--- config.mk ---
export PLATFORM = sky130hd
export DESIGN_NAME = decode_hazard_stage
export DESIGN_NICKNAME = d
export VERILOG_FILES = /design/src/rtl/decode_hazard_stage_pkg.sv /design/src/rtl/imm_gen.sv /design/src/rtl/decode_hazard_stage.sv
export SDC_FILE = /design/constraint.sdc
export NUM_CORES = 1
export LEC_CHECK = 0
export BUFFER_PORTS_ARGS = -buffer_cell sky130_fd_sc_hd__buf_2
export CORE_UTILIZATION = 40
export CTS_CLUSTER_DIAMETER = 120
export DETAILED_ROUTE_END_ITERATION = 10
export PLACE_DENSITY = 0.73
export SYNTH_ARGS = -nofsm -noshare
export SYNTH_HDL_FRONTEND = slang
export SYNTH_SLANG_ARGS = --single-unit
export TNS_END_PERCENT = 100
--- constraint.sdc ---
create_clock -name clk -period 7.27 [get_ports clk]
set_input_delay 0.727 -clock clk [delete_from_list [all_inputs] [get_ports clk]]
set_output_delay 0.727 -clock clk [all_outputs]
set_load 0.02 [all_outputs]
--- src/rtl/decode_hazard_stage_pkg.sv ---
// Shared definitions for the decode/hazard stage: RV32 opcode constants,
// 6-bit ALU operation codes, immediate-format and stage-state enums, the
// default bubble instruction, and a helper mapping an opcode to its
// immediate format.
package decode_hazard_stage_pkg;

  localparam logic [6:0] OPC_LUI    = 7'b0110111;
  localparam logic [6:0] OPC_AUIPC  = 7'b0010111;
  localparam logic [6:0] OPC_JAL    = 7'b1101111;
  localparam logic [6:0] OPC_JALR   = 7'b1100111;
  localparam logic [6:0] OPC_BRANCH = 7'b1100011;
  localparam logic [6:0] OPC_LOAD   = 7'b0000011;
  localparam logic [6:0] OPC_STORE  = 7'b0100011;
  localparam logic [6:0] OPC_OPIMM  = 7'b0010011;
  localparam logic [6:0] OPC_OP     = 7'b0110011;

  localparam logic [5:0] ALU_ADD   = 6'd0;
  localparam logic [5:0] ALU_SUB   = 6'd1;
  localparam logic [5:0] ALU_SLL   = 6'd2;
  localparam logic [5:0] ALU_SLT   = 6'd3;
  localparam logic [5:0] ALU_SLTU  = 6'd4;
  localparam logic [5:0] ALU_XOR   = 6'd5;
  localparam logic [5:0] ALU_SRL   = 6'd6;
  localparam logic [5:0] ALU_SRA   = 6'd7;
  localparam logic [5:0] ALU_OR    = 6'd8;
  localparam logic [5:0] ALU_AND   = 6'd9;
  localparam logic [5:0] ALU_PASSB = 6'd10;
  localparam logic [5:0] ALU_EQ    = 6'd11;
  localparam logic [5:0] ALU_NE    = 6'd12;
  localparam logic [5:0] ALU_LT    = 6'd13;
  localparam logic [5:0] ALU_GE    = 6'd14;
  localparam logic [5:0] ALU_LTU   = 6'd15;
  localparam logic [5:0] ALU_GEU   = 6'd16;

  localparam logic [31:0] NOP_WORD_DEFAULT = 32'h0000_0013;

  typedef enum logic [2:0] {IMM_NONE, IMM_I, IMM_S, IMM_B, IMM_U, IMM_J} imm_fmt_e;

  typedef enum logic {ST_RUN, ST_STALL} stage_state_e;

  function automatic imm_fmt_e imm_fmt_of(input logic [6:0] opc);
    case (opc)
      OPC_OPIMM, OPC_LOAD, OPC_JALR: return IMM_I;
      OPC_STORE:                     return IMM_S;
      OPC_BRANCH:                    return IMM_B;
      OPC_LUI, OPC_AUIPC:            return IMM_U;
      OPC_JAL:                       return IMM_J;
      default:                       return IMM_NONE;
    endcase
  endfunction

endpackage

--- src/rtl/imm_gen.sv ---
// Immediate generator: assembles the sign-extended immediate of the given
// format from instruction bits [31:7].
//   ir_i  : instruction bits [31:7] (opcode bits are not needed here)
//   fmt_i : immediate format
//   imm_o : XLEN-bit sign-extended immediate (0 for IMM_NONE)
module imm_gen
  import decode_hazard_stage_pkg::*;
#(
  parameter int XLEN = 32
) (
  input  logic [31:7]     ir_i,
  input  imm_fmt_e        fmt_i,
  output logic [XLEN-1:0] imm_o
);

  logic [31:0] raw;

  always_comb begin
    raw = '0;
    case (fmt_i)
      IMM_I:   raw = {{20{ir_i[31]}}, ir_i[31:20]};
      IMM_S:   raw = {{20{ir_i[31]}}, ir_i[31:25], ir_i[11:7]};
      IMM_B:   raw = {{19{ir_i[31]}}, ir_i[31], ir_i[7], ir_i[30:25], ir_i[11:8], 1'b0};
      IMM_U:   raw = {ir_i[31:12], 12'b0};
      IMM_J:   raw = {{11{ir_i[31]}}, ir_i[31], ir_i[19:12], ir_i[20], ir_i[30:21], 1'b0};
      default: raw = '0;
    endcase
  end

  // The 32-bit immediates are already sign-extended; widen further by sign.
  assign imm_o = XLEN'($signed(raw));

endmodule

--- src/rtl/decode_hazard_stage.sv ---
// Decode / hazard stage: decodes the fetched instruction, reads the
// register file combinationally, forwards MEM/WB results, inserts one
// bubble per load-use hazard and registers the EX operands.
//   clk, reset              : clock, synchronous active-high reset
//   in_valid/in_ready       : fetch-side handshake; ir_in, pc_in payload
//   rs1/rs2_addr, _data     : register-file read port (same cycle)
//   ex_*, mem_*, wb_*       : downstream destination / writeback info
//   flush                   : kill of the instruction in this stage
//   out_valid/out_ready     : EX-side handshake
//   ir/pc/x/y/md/br_target_out, alu_sel_out : registered EX operands
module decode_hazard_stage
  import decode_hazard_stage_pkg::*;
#(
  parameter int              XLEN     = 32,
  parameter int              NREG     = 32,
  parameter logic [XLEN-1:0] NOP_WORD = XLEN'(NOP_WORD_DEFAULT),
  localparam int             REGW     = $clog2(NREG)
) (
  input  logic            clk,
  input  logic            reset,
  input  logic            in_valid,
  output logic            in_ready,
  input  logic [XLEN-1:0] ir_in,
  input  logic [XLEN-1:0] pc_in,
  output logic [REGW-1:0] rs1_addr,
  output logic [REGW-1:0] rs2_addr,
  input  logic [XLEN-1:0] rs1_data,
  input  logic [XLEN-1:0] rs2_data,
  input  logic [REGW-1:0] ex_rd,
  input  logic            ex_wen,
  input  logic            ex_is_load,
  input  logic [REGW-1:0] mem_rd,
  input  logic            mem_wen,
  input  logic [XLEN-1:0] mem_result,
  input  logic [REGW-1:0] wb_rd,
  input  logic            wb_wen,
  input  logic [XLEN-1:0] wb_result,
  input  logic            flush,
  output logic            out_valid,
  input  logic            out_ready,
  output logic [XLEN-1:0] ir_out,
  output logic [XLEN-1:0] pc_out,
  output logic [XLEN-1:0] x_out,
  output logic [XLEN-1:0] y_out,
  output logic [XLEN-1:0] md_out,
  output logic [XLEN-1:0] br_target_out,
  output logic [5:0]      alu_sel_out
);

  stage_state_e state_q, state_d;

  logic [6:0]      opcode;
  logic [2:0]      funct3;
  logic            funct7_b5;
  imm_fmt_e        imm_fmt;
  logic [XLEN-1:0] imm;
  logic            uses_rs1, uses_rs2, x_is_pc, y_is_imm;
  logic [XLEN-1:0] rs1_fwd, rs2_fwd;
  logic [5:0]      alu_sel;
  logic            hazard, load_en;

  logic            valid_q;
  logic [XLEN-1:0] ir_q, pc_q, x_q, y_q, md_q, br_q;
  logic [5:0]      alu_q;

  assign opcode    = ir_in[6:0];
  assign funct3    = ir_in[14:12];
  assign funct7_b5 = ir_in[30];
  assign rs1_addr  = ir_in[15 +: REGW];
  assign rs2_addr  = ir_in[20 +: REGW];
  assign imm_fmt   = imm_fmt_of(opcode);

  imm_gen #(.XLEN(XLEN)) u_imm_gen (
    .ir_i  (ir_in[31:7]),
    .fmt_i (imm_fmt),
    .imm_o (imm)
  );

  // Which sources the opcode really reads; only these can raise a hazard.
  always_comb begin
    uses_rs1 = 1'b0;
    uses_rs2 = 1'b0;
    case (opcode)
      OPC_OP, OPC_STORE, OPC_BRANCH: begin uses_rs1 = 1'b1; uses_rs2 = 1'b1; end
      OPC_OPIMM, OPC_LOAD, OPC_JALR: uses_rs1 = 1'b1;
      default: ;
    endcase
  end

  assign x_is_pc  = (opcode == OPC_AUIPC) || (opcode == OPC_JAL);
  assign y_is_imm = (imm_fmt != IMM_NONE) && (imm_fmt != IMM_B);

  // MEM is younger than WB, so it wins when both target the same register.
  always_comb begin
    rs1_fwd = rs1_data;
    if (mem_wen && mem_rd != '0 && mem_rd == rs1_addr)    rs1_fwd = mem_result;
    else if (wb_wen && wb_rd != '0 && wb_rd == rs1_addr)  rs1_fwd = wb_result;
    rs2_fwd = rs2_data;
    if (mem_wen && mem_rd != '0 && mem_rd == rs2_addr)    rs2_fwd = mem_result;
    else if (wb_wen && wb_rd != '0 && wb_rd == rs2_addr)  rs2_fwd = wb_result;
  end

  always_comb begin
    alu_sel = ALU_ADD;
    case (opcode)
      OPC_OP, OPC_OPIMM: begin
        case (funct3)
          3'd0: alu_sel = (opcode == OPC_OP && funct7_b5) ? ALU_SUB : ALU_ADD;
          3'd1: alu_sel = ALU_SLL;
          3'd2: alu_sel = ALU_SLT;
          3'd3: alu_sel = ALU_SLTU;
          3'd4: alu_sel = ALU_XOR;
          3'd5: alu_sel = funct7_b5 ? ALU_SRA : ALU_SRL;
          3'd6: alu_sel = ALU_OR;
          default: alu_sel = ALU_AND;
        endcase
      end
      OPC_BRANCH: begin
        case (funct3)
          3'd0: alu_sel = ALU_EQ;
          3'd1: alu_sel = ALU_NE;
          3'd4: alu_sel = ALU_LT;
          3'd5: alu_sel = ALU_GE;
          3'd6: alu_sel = ALU_LTU;
          3'd7: alu_sel = ALU_GEU;
          default: alu_sel = ALU_ADD;
        endcase
      end
      OPC_LUI: alu_sel = ALU_PASSB;
      default: alu_sel = ALU_ADD;
    endcase
  end

  // The check is masked in STALL so exactly one bubble is inserted per load.
  assign hazard = (state_q == ST_RUN) && in_valid && ex_is_load && ex_wen &&
                  (ex_rd != '0) &&
                  ((uses_rs1 && ex_rd == rs1_addr) || (uses_rs2 && ex_rd == rs2_addr));
  assign load_en  = (out_ready || !valid_q) && !flush;
  assign in_ready = load_en && !hazard && !reset;

  always_comb begin
    state_d = ST_RUN;
    if (load_en && hazard) state_d = ST_STALL;
  end

  always_ff @(posedge clk) begin
    if (reset) state_q <= ST_RUN;
    else       state_q <= state_d;
  end

  always_ff @(posedge clk) begin
    if (reset) begin
      valid_q <= 1'b0;
      ir_q    <= NOP_WORD;
      pc_q    <= '0;
      x_q     <= '0;
      y_q     <= '0;
      md_q    <= '0;
      br_q    <= '0;
      alu_q   <= ALU_ADD;
    end else if (flush || (load_en && !(in_valid && !hazard))) begin
      // Flush, load-use bubble, or nothing offered: issue a NOP.
      valid_q <= 1'b0;
      ir_q    <= NOP_WORD;
      alu_q   <= ALU_ADD;
    end else if (load_en) begin
      valid_q <= 1'b1;
      ir_q    <= ir_in;
      pc_q    <= pc_in;
      x_q     <= x_is_pc ? pc_in : rs1_fwd;
      y_q     <= y_is_imm ? imm : rs2_fwd;
      md_q    <= rs2_fwd;
      br_q    <= pc_in + imm;
      alu_q   <= alu_sel;
    end
  end

  assign out_valid     = valid_q;
  assign ir_out        = ir_q;
  assign pc_out        = pc_q;
  assign x_out         = x_q;
  assign y_out         = y_q;
  assign md_out        = md_q;
  assign br_target_out = br_q;
  assign alu_sel_out   = alu_q;

endmodule

==> flow_metrics.py <==
metrics = {
    "run_status": {
        "status": "complete, no violations",
    },
    "logic_synthesis": {
        "synthMuxAreaShare": 0.0673,
        "synth_compound_area_frac": 0.227,
        "avgSynthCellArea_um2": 7.68,
        "synthArstFlopShare": 0,
        "yosys_most_used_dff": "dfxtp_1",
        "synthCells": 1473,
        "ys_seq_elements": 199,
        "synth.cell_area_um2": 11300,
        "synth-edff-count": 0,
        "synth_adder_area_share": 0.0361,
        "synthTopCellsByArea": "dfxtp_1 35%, nand2_1 10%, mux2i_1 6.7%",
        "synth.largest_area_cell": "dfxtp_1",
        "synth_top_family_by_area": "compound AO/OA/AOI/OAI gates",
        "synthSimpleGateAreaFrac": 0.217,
        "synth_xor_xnor_area_share": 0.0403,
        "ys_types": 72,
        "synth_seq_area_share": 0.352,
        "ys_warn_count": 0,
        "synth_nets": 1721,
        "synth_top_cell_area_share": 0.352,
    },
    "critical_path": {
        "criticalPathCategory": "primary input to register",
        "crit_required_ns": 7.63,
        "crit_path_end_kind": "register",
        "worstPathArrival_ns": 5.32,
        "path_max_fanout": 12,
        "startpoint_type": "primary input",
    },
    "clocking": {
        "cts_tree": "done",
        "clk_path_buf_depth": 2,
        "cts_resized": 0,
        "clk_pin_slew_ns": 0.08,
        "clockRootBuffer": "clkbuf_16",
        "htreeDepth": 4,
        "numCtsBuffers": 17,
        "cts.sinks": 199,
        "postCtsHoldBufs": 0,
        "clock_latency_ns": 0.44,
        "post_cts_buffers": 0,
    },
    "place": {
        "hpwl_mm": 34.2,
        "dpl_cell_area_um2": 13500,
        "post-place-ws_ns": 1.95,
        "portBuffers": 424,
        "gp_congestion": 0.918,
    },
    "final_layout": {
        "layout.nets": 2051,
        "multi_input_area_um2": 6710,
        "final_area_um2": 14100,
        "fill_cells": 2819,
        "drive_gt1_frac": 0.273,
        "layout_commonest_cell": "buf_2",
        "syn_to_final_growth_pct": 24.8,
        "layout_common_cells": "423 x buf_2, 312 x nand2_1, 199 x dfxtp_1",
        "seq_area_um2": 3980,
        "fin_util": 0.508,
    },
    "power_and_ir_drop": {
        "p_sw_uw": 902,
        "power_frac_clock": 0.370,
        "p_per_area_nw_per_um2": 195,
        "seqPwrFrac": 0.427,
        "internal_power_uw": 1840,
        "pwr-share-comb": 0.203,
        "peakVddDrop_mv": 0.155,
        "p_leak_uw": 0.00638,
        "sw_frac_of_total": 0.328,
        "total_power_uw": 2750,
    },
    "timing": {
        "fin_ws_ns": 2.31,
        "worst_slew_pin_slew_ns": 1.24,
        "setup_viol": 0,
        "fin_crit_ns": 4.96,
        "fin_skew_ns": 0.0173,
        "finalSetupTns_ns": 0,
        "rsz0062_at_grt": "false",
        "maxSlewViolCount": 0,
        "finalCritPeriodShare": 0.683,
        "hold_viol": 0,
        "relSlewSlack": 0.174,
        "fmax_mhz": 202,
    },
    "drt": {
        "drc": 0,
        "dr_total_vias": 12200,
        "via_per_inst": 5.56,
        "drt_iter0_drc": 920,
        "wire_per_inst_um": 20.2,
        "drt-total-wl_mm": 44.4,
        "ant_nets": 0,
        "first_pass_iters": 6,
    },
    "floorplanning": {
        "ios": 426,
        "coreArea_um2": 27800,
        "row_count": 61,
        "die_w_um": 170,
        "die_y_um": 170,
        "dieArea_um2": 28900,
        "initial_core_util": 0.407,
    },
    "worst_hold_path": {
        "hp-class": "register to register",
    },
    "global_routing": {
        "grt_pass1_wl_mm": 64.4,
        "grt_overflow": 0,
        "grt_pass1_vias": 10900,
        "grt_max_degree": 188,
        "antenna_found_initial": 3,
        "groute.usage.overall": 0.296,
    },
    "flow_run": {
        "maxCapViolCount": 0,
    },
}
## state kept, by name, summed over array words and instances, names as in the netlist
name           count
alu_sel_out        5
br_target_out     32
ir_out            32
md_out            32
out_valid          1
pc_out            32
state_q            1
x_out             32
y_out             32
## layer usage
| metal | track usage | part of all wire | vias to the layer above | wire length (um) |
|---|---|---|---|---|
| met5 | 0 | 0 | - | 0 |
| met4 | 0.116 | 0.033 | 0 | 1480 |
| met3 | 0.0556 | 0.083 | 80 | 3690 |
| met2 | 0.498 | 0.47 | 654 | 21100 |
| met1 | 0.371 | 0.41 | 5680 | 18200 |
| li1 | - | - | 5807 | - |
## worst paths after layout
kind                      startpoint                             end  slack, ns  cells after the start
min          md_out[15]$_SDFFE_PP0P_         md_out[15]$_SDFFE_PP0P_       0.45                      2
max                         ir_in[5]  br_target_out[30]$_SDFFE_PP0P_       2.31                     18
min reg2reg  md_out[15]$_SDFFE_PP0P_         md_out[15]$_SDFFE_PP0P_       0.45                      2
max reg2reg       state_q$_SDFF_PP0_   br_target_out[2]$_SDFFE_PP0P_       4.88                      8
## worst max-delay path: stages
cell and delay, ns:
buf_2 0.22, and4b_1 0.27, nor2_1 0.06, nor2_1 0.27, nor2_1 0.20, nor2b_1 0.62
and3_1 0.48, a21o_1 0.16, ha_1 0.28, a21o_1 0.19, a21o_1 0.19, a2111oi_0 0.45
o21a_1 0.22, o22ai_1 0.08, a41o_1 0.26, o41ai_1 0.37, nand4_1 0.14, o211ai_1 0.12
## power by group through the flow
stage	Sequential (uW)	Combinational [uW]	Clock (uW)
3_3_place_gp	1200	548	0
2_1_floorplan	1270	265	0
6_report	1170	558	1020
4_1_cts	1170	556	1040
5_1_grt	1180	600	1080
3_5_place_dp	1200	554	0
## cell usage after synthesis (all sizes together) (31+ instances only)
cell type	n
nor3	48
o21ai	62
a211oi	84
nor2	135
buf	57
a21oi	139
dfxtp	199
mux2i	76
ha	31
nand2	312
a21o	37
clkbuf	71
## stage by stage
step / hold WS [ns] / instances
finish: 0.453 / 2197
global route: 0.471 / 2196
CTS: 0.455 / 2194
detailed placement: 0.444 / 2162
global placement: 0.438 / 2162
floorplan: 0.529 / 1473
## final cells by class
type,count,share of cell area
well taps,378,0.0335
multi-input cells,1130,0.475
flip-flops and latches,199,0.282
diodes,3,0.000532
clock buffers,17,0.0301
repair buffers,439,0.160
inverters,16,0.00425
clock inverters,15,0.0144
## cells by family (layout without fill, tap and decap cells)
family / count (synthesis) / in the layout
AND/OR/NAND/NOR: 573 / 573
AO/OA/AOI/OAI: 396 / 396
flip-flops: 199 / 199
buffers and inverters: 144 / 487
multiplexers: 76 / 76
XOR/XNOR: 52 / 52
adder cells (fa/ha/maj): 32 / 32
other: 1 / 4
No activity file was read; power rests on OpenSTA's default activity.
